**config.mk**
```make
export PLATFORM = sky130hd
export DESIGN_NAME = pc_sequencer
export DESIGN_NICKNAME = d
export VERILOG_FILES = /design/src/rtl/proc_pkg.sv /design/src/rtl/branch_lut.sv /design/src/rtl/pc_sequencer.sv
export SDC_FILE = /design/constraint.sdc
export NUM_CORES = 1
export LEC_CHECK = 0
export CAP_MARGIN = 20
export CELL_PAD_IN_SITES_DETAIL_PLACEMENT = 1
export CELL_PAD_IN_SITES_GLOBAL_PLACEMENT = 2
export CORE_MARGIN = 10
export CORE_UTILIZATION = 40
export CTS_CLUSTER_DIAMETER = 50
export CTS_CLUSTER_SIZE = 24
export DETAILED_ROUTE_END_ITERATION = 10
export GPL_ROUTABILITY_DRIVEN = 0
export PLACE_DENSITY = 0.9
export SLEW_MARGIN = 20
export SYNTH_ARGS = -nofsm -noshare
export SYNTH_HDL_FRONTEND = slang
export SYNTH_SLANG_ARGS = --single-unit
```
**constraint.sdc**
```tcl
create_clock -name clk -period 2.98 [get_ports clk]
set_input_delay 0.596 -clock clk [delete_from_list [all_inputs] [get_ports clk]]
set_output_delay 0.596 -clock clk [all_outputs]
set_load 0.01 [all_outputs]
```
**src/rtl/proc_pkg.sv**
```systemverilog
// Shared types and defaults for the 9-bit processor program-flow logic.
package proc_pkg;
  localparam int PCW_DEFAULT  = 10;
  localparam int CNTW_DEFAULT = 16;
  localparam int LUT_DEPTH    = 4;

  typedef enum logic [1:0] {
    IDLE = 2'd0,
    RUN  = 2'd1,
    WAIT = 2'd2,
    DONE = 2'd3
  } seq_state_t;

  // Decoder outputs consumed by the sequencer in one bundle.
  typedef struct packed {
    logic       branch;
    logic [1:0] how_high;
    logic       mem_read;
    logic       halt;
  } dec_t;
endpackage

```
**src/rtl/branch_lut.sv**
```systemverilog
// Branch-target table: one synchronous write port, one combinational read port.
module branch_lut
  import proc_pkg::*;
#(
  parameter int PCW = PCW_DEFAULT
) (
  input  logic           clk,
  input  logic           reset_n,
  input  logic           we,
  input  logic [1:0]     waddr,
  input  logic [PCW-1:0] wdata,
  input  logic [1:0]     raddr,
  output logic [PCW-1:0] rdata
);
  logic [LUT_DEPTH-1:0][PCW-1:0] ent;

  for (genvar g = 0; g < LUT_DEPTH; g++) begin : g_ent
    always_ff @(posedge clk or negedge reset_n) begin
      if (!reset_n)                    ent[g] <= '0;
      else if (we && waddr == 2'(g))   ent[g] <= wdata;
    end
  end

  // Read sees the pre-edge contents, so a same-cycle write is not forwarded.
  assign rdata = ent[raddr];
endmodule

```
**src/rtl/pc_sequencer.sv**
```systemverilog
// Program-flow controller: PC, run/wait/done FSM, commit enable, retire counter.
module pc_sequencer
  import proc_pkg::*;
#(
  parameter int PCW  = PCW_DEFAULT,
  parameter int CNTW = CNTW_DEFAULT
) (
  input  logic            clk,
  input  logic            reset_n,
  input  logic            start,
  input  logic            branch,
  input  logic [1:0]      how_high,
  input  logic            mem_read,
  input  logic            halt,
  input  logic            lut_we,
  input  logic [1:0]      lut_addr,
  input  logic [PCW-1:0]  lut_data,
  output logic [PCW-1:0]  pc,
  output logic            instr_valid,
  output logic            busy,
  output logic            done,
  output logic [CNTW-1:0] instr_count
);
  seq_state_t     state, state_nxt;
  dec_t           dec;
  logic [PCW-1:0] pc_nxt, lut_rd;
  logic           commit, restart;

  assign dec = '{branch: branch, how_high: how_high, mem_read: mem_read, halt: halt};

  branch_lut #(.PCW(PCW)) u_lut (
    .clk     (clk),
    .reset_n (reset_n),
    .we      (lut_we),
    .waddr   (lut_addr),
    .wdata   (lut_data),
    .raddr   (dec.how_high),
    .rdata   (lut_rd)
  );

  always_comb begin
    state_nxt = state;
    pc_nxt    = pc;
    commit    = 1'b0;
    restart   = 1'b0;
    case (state)
      IDLE, DONE: if (start) begin
        state_nxt = RUN;
        pc_nxt    = '0;
        restart   = 1'b1;
      end
      RUN: begin
        if (dec.halt) begin
          state_nxt = DONE;
          commit    = 1'b1;
        end else if (dec.mem_read) begin
          state_nxt = WAIT;
        end else if (dec.branch) begin
          pc_nxt = lut_rd;
          commit = 1'b1;
        end else begin
          pc_nxt = pc + PCW'(1);
          commit = 1'b1;
        end
      end
      // Second cycle of a load: writeback lands, decoder inputs are ignored.
      WAIT: begin
        state_nxt = RUN;
        pc_nxt    = pc + PCW'(1);
        commit    = 1'b1;
      end
      default: state_nxt = IDLE;
    endcase
  end

  always_ff @(posedge clk or negedge reset_n) begin
    if (!reset_n) begin
      state       <= IDLE;
      pc          <= '0;
      instr_count <= '0;
    end else begin
      state <= state_nxt;
      pc    <= pc_nxt;
      if (restart)                            instr_count <= '0;
      else if (commit && instr_count != '1)   instr_count <= instr_count + CNTW'(1);
    end
  end

  // commit is only ever raised in RUN/WAIT, so it doubles as the write enable.
  assign instr_valid = commit;
  assign busy        = (state == RUN) || (state == WAIT);
  assign done        = (state == DONE);
endmodule
```
==> summary.md, run 1 <==
| Metric | Value |
|---|---|
| Drt pass-1 iters | `4` |
| Layout cell share with drive strength beyond 1 | `25.3%` |
| GRT overflow | `0` |
| Drt via density | `5.56` |
| Final hold vios | `0` |
| Setup TNS | `0 ns` |
| Worst VDD drop | `0.000384 V` |
| CTS Buf Count | `9` |
| Postcts setup bufs | `0` |
| Initial antenna violation count | `0` |
| Clock sinks | `68` |
| Worst setup path class | `register to primary output` |
| DRT iter0 DRCs | `95` |
| Syn Nets | `307` |
| CP arrival | `2.17 ns` |
| Largest net degree at the start of global routing | `42` |
| Buffer levels on the longest clock path | `2` |
| Tightest Pin Transition | `0.697 ns` |
| Hold Path Class | `primary input to asynchronous set/reset pin` |
| Starting density of the core | `40.5%` |
| Synthesized area per cell | `12.4 um^2` |
| Outcome | `finished clean` |
| Async S/R FF share, synth | `100%` |
| IO Port Bufs | `49` |
| H-tree depth | `3` |
| Final Cycle Share | `92.8%` |
| Main flop type after synthesis | `dfrtp_1` |
| Final setup viols | `0` |
| Startpoint type of the worst setup path | `register` |
| Mapped Cells | `281` |
| First-pass GRT wire length | `15,100 um` |
| Core box area | `8640 um^2` |
| EDFF count, synth | `0` |
| F_max | `362 MHz` |
| Clock skew | `0.0108 ns` |
| Die ar. | `12,900 um^2` |
| Pleak | `1.81 nW` |
| CTS clock-pin slew for the worst setup and hold paths | `0.08 ns` |
| Part of the Yosys area used for sequential elements | `48.7%` |
| CTS tree | `yes` |
| Root Driver | `clkbuf_8` |
| Max_cap viols | `0` |
| Drt total wl | `8830 um` |
| Yosys warning count | `0` |
| Power density over cell area | `765 nW/um^2` |
| Period minus WS final | `2.76 ns` |
| Slew margin rel. | `53.5%` |
| Nets | `361` |
| Hold-fix buffers, CTS | `0` |
| Latest clock arrival within the worst-skew pair | `0.34 ns` |
| Synth unique cells | `53` |
| Synthesized area | `3500 um^2` |
| Seq cells post-synth | `68` |
| Vias in the first global route | `2,831` |
| Antenna cells | `0` |
| Ports | `50` |
| Crit Path Max Fanout | `7` |
| Die extent in x | `114 um` |
| Final hold slack | `0.291 ns` |
| Post-CTS Resized | `0` |
| Detail Route Antenna Nets | `0` |
| Rows | `34` |
| All-layer global routing usage | `14.4%` |
| # DRC | `0` |
| WL per Instance | `19.7 um` |
| WP data required | `2.38 ns` |
| Synthesis-to-finish area growth | `24.3%` |
| Total number of vias | `2,492` |
| Setup crit end kind | `primary output` |
| Total Power | `0.00332 W` |
| RSZ-0062 raised after global routing | `false` |
| Die H | `114 um` |
| Post-DP HPWL | `6300 um` |
| Slew Limit Fails | `0` |
-- worst paths after layout --
| kind | from | end | slack, ns | depth (start not counted) |
|---|---|---|---|---|
| worst min-delay path | reset_n | pc[3] | 0.29 | 1 |
| worst max-delay path | state[0] | instr_valid | 0.22 | 5 |
| worst max register to register | state[0] | instr_count[12] | 0.98 | 7 |
| worst min register to register | u_lut.ent[3] | u_lut.ent[3] | 0.51 | 1 |
| max in group asynchronous | reset_n | u_lut.ent[12] | 2.01 | 2 |
| min in group clk | u_lut.ent[3] | u_lut.ent[3] | 0.51 | 1 |
-- area by class of cell --
cell class,instances,area [um^2]
inverter,5,18.8
multi-input combinational,197,1720
clock inverter,5,83.8
timing repair buffer,54,536
sequential,68,1700
clock buffer,11,151
fill,906,4290
tap,108,135
-- per-layer routing --
layer | share of wire, % | global-route usage (%) | up-vias | wire, um
met4 | 1.1 | 3.55 | 0 | 100
li1 | - | - | 1162 | -
met3 | 3.0 | 3.25 | 8 | 261
met1 | 43 | 17.3 | 1297 | 3810
met2 | 53 | 25.4 | 25 | 4660
met5 | 0 | 0 | - | 0
-- kinds of logic after synthesis --
kind of cell,Yosys count,synth area share [%]
multiplexers,52,19.6
AO/OA/AOI/OAI,49,10.5
AND/OR/NAND/NOR,74,13.1
buffers and inverters,16,2.15
XOR/XNOR,17,4.26
adder cells (fa/ha/maj),5,1.79
flip-flops,68,48.7
-- layout by cell type (no fill, tap or decap), types with 6 or more instances in the layout --
cell type         n
a22o_1            6
clkbuf_8         11
clkdlybuf4s50_1  48
dfrtp_1          68
mux2_2           41
mux4_2            9
nand2_1          10
nand3_1           8
nand4_1           7
nor2_1           19
o21ai_0          12
xor2_1           17
-- where the power goes --
part / internal [W] / switching, W
Combinational: 0.000565 / 0.000603
Sequential: 0.00110 / 0.000167
Clock: 0.000518 / 0.000366
-- per-stage QoR --
stage | utilization [%] | instance area (um^2) | worst slack, ns | std cells
2_1_floorplan | - | 3500 | 1.20 | 281
3_3_place_gp | 47.6 | 4110 | 0.327 | 432
3_5_place_dp | 47.6 | 4110 | 0.307 | 432
4_1_cts | 50.3 | 4350 | 0.191 | 448
5_1_grt | 50.3 | 4350 | 0.0897 | 448
6_report | 50.3 | 4350 | 0.215 | 448
-- registers in the layout, indices dropped and copies added (netlist names) --
register	flops
instr_count	16
pc	10
state	2
u_lut.ent	40
-- synthesized netlist by cell type (6+ instances only) --
| cell | count | area share, % |
|---|---|---|
| nor2_1 | 19 | 2.0 |
| a22o_1 | 6 | 1.5 |
| xor2_1 | 17 | 4.3 |
| nand3_1 | 8 | 1.1 |
| o21ai_0 | 12 | 1.7 |
| mux2_2 | 41 | 13 |
| nand4_1 | 7 | 1.3 |
| mux4_2 | 9 | 5.8 |
| nand2_1 | 10 | 1.1 |
| buf_2 | 6 | 0.86 |
| dfrtp_1 | 68 | 49 |
-- critical path, stage by stage (launching register included) --
cell and delay [ns]:
dfrtp_1 0.38, inv_1 0.07, ha_1 0.41, o21bai_4 0.25, nor2_2 0.16, clkdlybuf4s50_1 0.57
No activity file was read; power rests on OpenSTA's default activity.
==> run 2: changes to the inputs <==
==> constraint.sdc (replaced) <==
create_clock -name clk -period 3.3 [get_ports clk]
set_input_delay 0.66 -clock clk [delete_from_list [all_inputs] [get_ports clk]]
set_output_delay 0.66 -clock clk [all_outputs]
set_load 0.01 [all_outputs]
==> run 2 against run 1 <==
- routed wire length fell by 1.4%
- critical endpoint unchanged
- utilization down 0.78 points
- clock power shrank 29%
- clock skew rose by 0.0011 ns
- worst hold slack improved by 0.062 ns
- design area fell by 1.6%
- highest routed layer unchanged
==> summary.md, run 2 (synthesized netlist as in run 1, its figures left out) <==
| Metric | Value |
|---|---|
| Outcome | `finished clean` |
| F_max | `352 MHz` |
| Die extent in x | `114 um (unchanged)` |
| Die H | `114 um (unchanged)` |
| Fillers | `922 (+1.8%)` |
| Critical-path top delay cell | `clkdlybuf4s50_1` |
| All-layer global routing usage | `13.8% (-0.57 points)` |
| Slew Limit Fails | `0 (unchanged)` |
| Layout cell share with drive strength beyond 1 | `24.7% (-0.59 points)` |
| M1 GR Usage | `16.7% (-0.56 points)` |
| Buffer levels on the longest clock path | `2 (unchanged)` |
| Setup TNS | `0 ns (unchanged)` |
| Gr busiest metal | `met2` |
| Startpoint type of the worst setup path | `register` |
| Worst setup margin | `0.456 ns (+0.241 ns)` |
| Final Cycle Share | `86.2%` |
| Slew margin rel. | `54.9% (+1.4 points)` |
| First-pass GRT wire length | `14,500 um (-4.0%)` |
| Total Power | `0.00281 W (-16%)` |
| Post-DP HPWL | `6510 um (+3.4%)` |
| Largest net degree at the start of global routing | `32 (-24%)` |
| Root Driver | `clkbuf_8` |
| Drt total wl | `8710 um (-1.4%)` |
| # DRC | `0 (unchanged)` |
| Initial antenna violation count | `0 (unchanged)` |
| CP max stage delay | `0.57 ns (about the same)` |
| Hold-fix buffers, CTS | `0 (unchanged)` |
| Largest delay share family, worst path | `buffers and inverters` |
| WL per Instance | `19.4 um (-1.4%)` |
| CP arrival | `2.18 ns (about the same)` |
| Placed Area | `4100 um^2 (-0.30%)` |
| Total number of vias | `2,487 (-0.20%)` |
| Setup crit end kind | `primary output` |
| WP buf/inv | `2 (unchanged)` |
| Crit Path Max Fanout | `7 (unchanged)` |
| DRT iter0 DRCs | `75 (-21%)` |
| Post-CTS Resized | `0 (unchanged)` |
| GRT overflow | `0 (unchanged)` |
| CTS Buf Count | `9 (unchanged)` |
| CTS clock-pin slew for the worst setup and hold paths | `0.08 ns (about the same)` |
| Synthesis-to-finish area growth | `22.4%` |
| Pre-CTS WS | `0.496 ns (+0.189 ns)` |
| Dpl cells | `432 (unchanged)` |
| Most frequent cells in the layout | `dfrtp_1 (68), clkdlybuf4s50_1 (48), mux2_2 (41)` |
| RSZ-0062 raised after global routing | `false` |
| Routing usage on met3 | `3.31% (+0.052 points)` |
| Antenna cells | `0 (unchanged)` |
| Critical-path cell list | `inv_1 > ha_1 > o21bai_4 > nor2_2 > clkdlybuf4s50_1` |
| Clock sinks | `68 (unchanged)` |
| Met2 Track Usage GR | `23.4% (-2.0 points)` |
| R2R setup slack | `1.24 ns (+0.26 ns)` |
| Commonest non-fill, non-tap cell in the layout | `dfrtp_1` |
| Ports | `50 (unchanged)` |
| CTS tree | `yes` |
| Post-route cell area | `4280 um^2 (-1.6%)` |
| Largest register FFs | `40 (unchanged)` |
| Starting density of the core | `40.5% (unchanged)` |
| Worst reg-to-reg path cell count | `7 (unchanged)` |
| Latest clock arrival within the worst-skew pair | `0.34 ns (about the same)` |
| Hold Path Class | `primary input to asynchronous set/reset pin` |
| Pleak | `1.78 nW (-1.5%)` |
| Final hold vios | `0 (unchanged)` |
| Postcts setup bufs | `0 (unchanged)` |
| Power density over cell area | `656 nW/um^2 (-14%)` |
| Largest regs | `u_lut.ent: 40 flops, instr_count: 16 flops, pc: 10 flops` |
| Core box area | `8640 um^2 (unchanged)` |
| Clock skew | `0.0119 ns (+0.00111 ns)` |
| Detail Route Antenna Nets | `0 (unchanged)` |
| Die ar. | `12,900 um^2 (unchanged)` |
| H-tree depth | `3 (unchanged)` |
| Non-Filler Instances | `448 (unchanged)` |
| Vias in the first global route | `2,645 (-6.6%)` |
| IO Port Bufs | `49 (unchanged)` |
| Drt pass-1 iters | `4 (unchanged)` |
| Top reg by flops | `u_lut.ent` |
| R2r startpoint | `state[0]` |
| Final setup viols | `0 (unchanged)` |
| Max_cap viols | `0 (unchanged)` |
| Tightest Pin Transition | `0.676 ns (-0.0209 ns)` |
| Drt via density | `5.55 (-0.20%)` |
| Worst setup path class | `register to primary output` |
| Rows | `34 (unchanged)` |
| Worst VDD drop | `0.000203 V (-47%)` |
| Nets | `361 (unchanged)` |
| Period minus WS final | `2.84 ns` |
| RR Endpoint | `instr_count[9]` |
| WP data required | `2.64 ns (+0.26 ns)` |
## run 2: cell count changes in the layout (fill, tap and decap cells not counted), sizes merged
cell,before,now
bufinv,2,0
clkbuf,11,13
clkinv,1,2
clkinvlp,2,1
## run 2: worst reg2reg max path: cells and delay by family, from the launching register on
family | cells | cell delay [ns]
simple gates | 2 | 0.42
flops | 1 | 0.38
compound gates | 2 | 0.46
buf+inv | 1 | 0.07
xor+xnor | 1 | 0.19
fa+ha+maj | 1 | 0.40
## run 2: where the power goes
group          total [W]  switching, W  internal (W)
registers        0.00115      0.000149      0.000996
logic            0.00103      0.000536      0.000495
clock network   0.000631      0.000316      0.000315
total            0.00281       0.00100       0.00181
## run 2: per-layer routing
metal  wire length, um  up-vias
met4               129        0
met2              4560       33
met3               278        9
li1                  -     1162
met5                 0        -
met1              3750     1283
## run 2: metrics by stage
stage | hold WS (ns) | util, %
3_3_place_gp | 0.482 | 47.5
5_1_grt | 0.392 | 49.6
6_report | 0.353 | 49.6
2_1_floorplan | 0.364 | -
4_1_cts | 0.361 | 49.6
3_5_place_dp | 0.491 | 47.5
## run 2: worst max path at each step
stage                         from     endpoint  slack (ns)  cells past startpoint
after CTS                 state[0]  instr_valid        0.44                      5
after global placement    mem_read  instr_valid        0.52                      4
after detailed placement  mem_read  instr_valid        0.50                      4
after floorplan           state[0]  instr_valid        1.46                      4
after global routing      state[0]  instr_valid        0.33                      5
final                     state[0]  instr_valid        0.46                      5
## run 2: area by class of cell
class | instances | area [um^2] | share of cell area [%]
Clock buffer | 13 | 159 | 3.71
Clock inverter | 3 | 21.3 | 0.497
Inverter | 5 | 18.8 | 0.439
Multi-Input combinational cell | 197 | 1720 | 40.2
Sequential cell | 68 | 1700 | 39.8
Tap cell | 108 | 135 | 3.16
Timing Repair Buffer | 54 | 523 | 12.2
==> run 3: changes to the inputs <==
--- a/config.mk
+++ b/config.mk
@@ -15,7 +15,7 @@
 export DETAILED_ROUTE_END_ITERATION = 10
 export GPL_ROUTABILITY_DRIVEN = 0
 export PLACE_DENSITY = 0.9
-export SLEW_MARGIN = 20
+export SLEW_MARGIN = 40
 export SYNTH_ARGS = -nofsm -noshare
 export SYNTH_HDL_FRONTEND = slang
 export SYNTH_SLANG_ARGS = --single-unit
==> results of run 3 <==
Same layout as run 2: the final DEF is identical, and so are final timing and power.
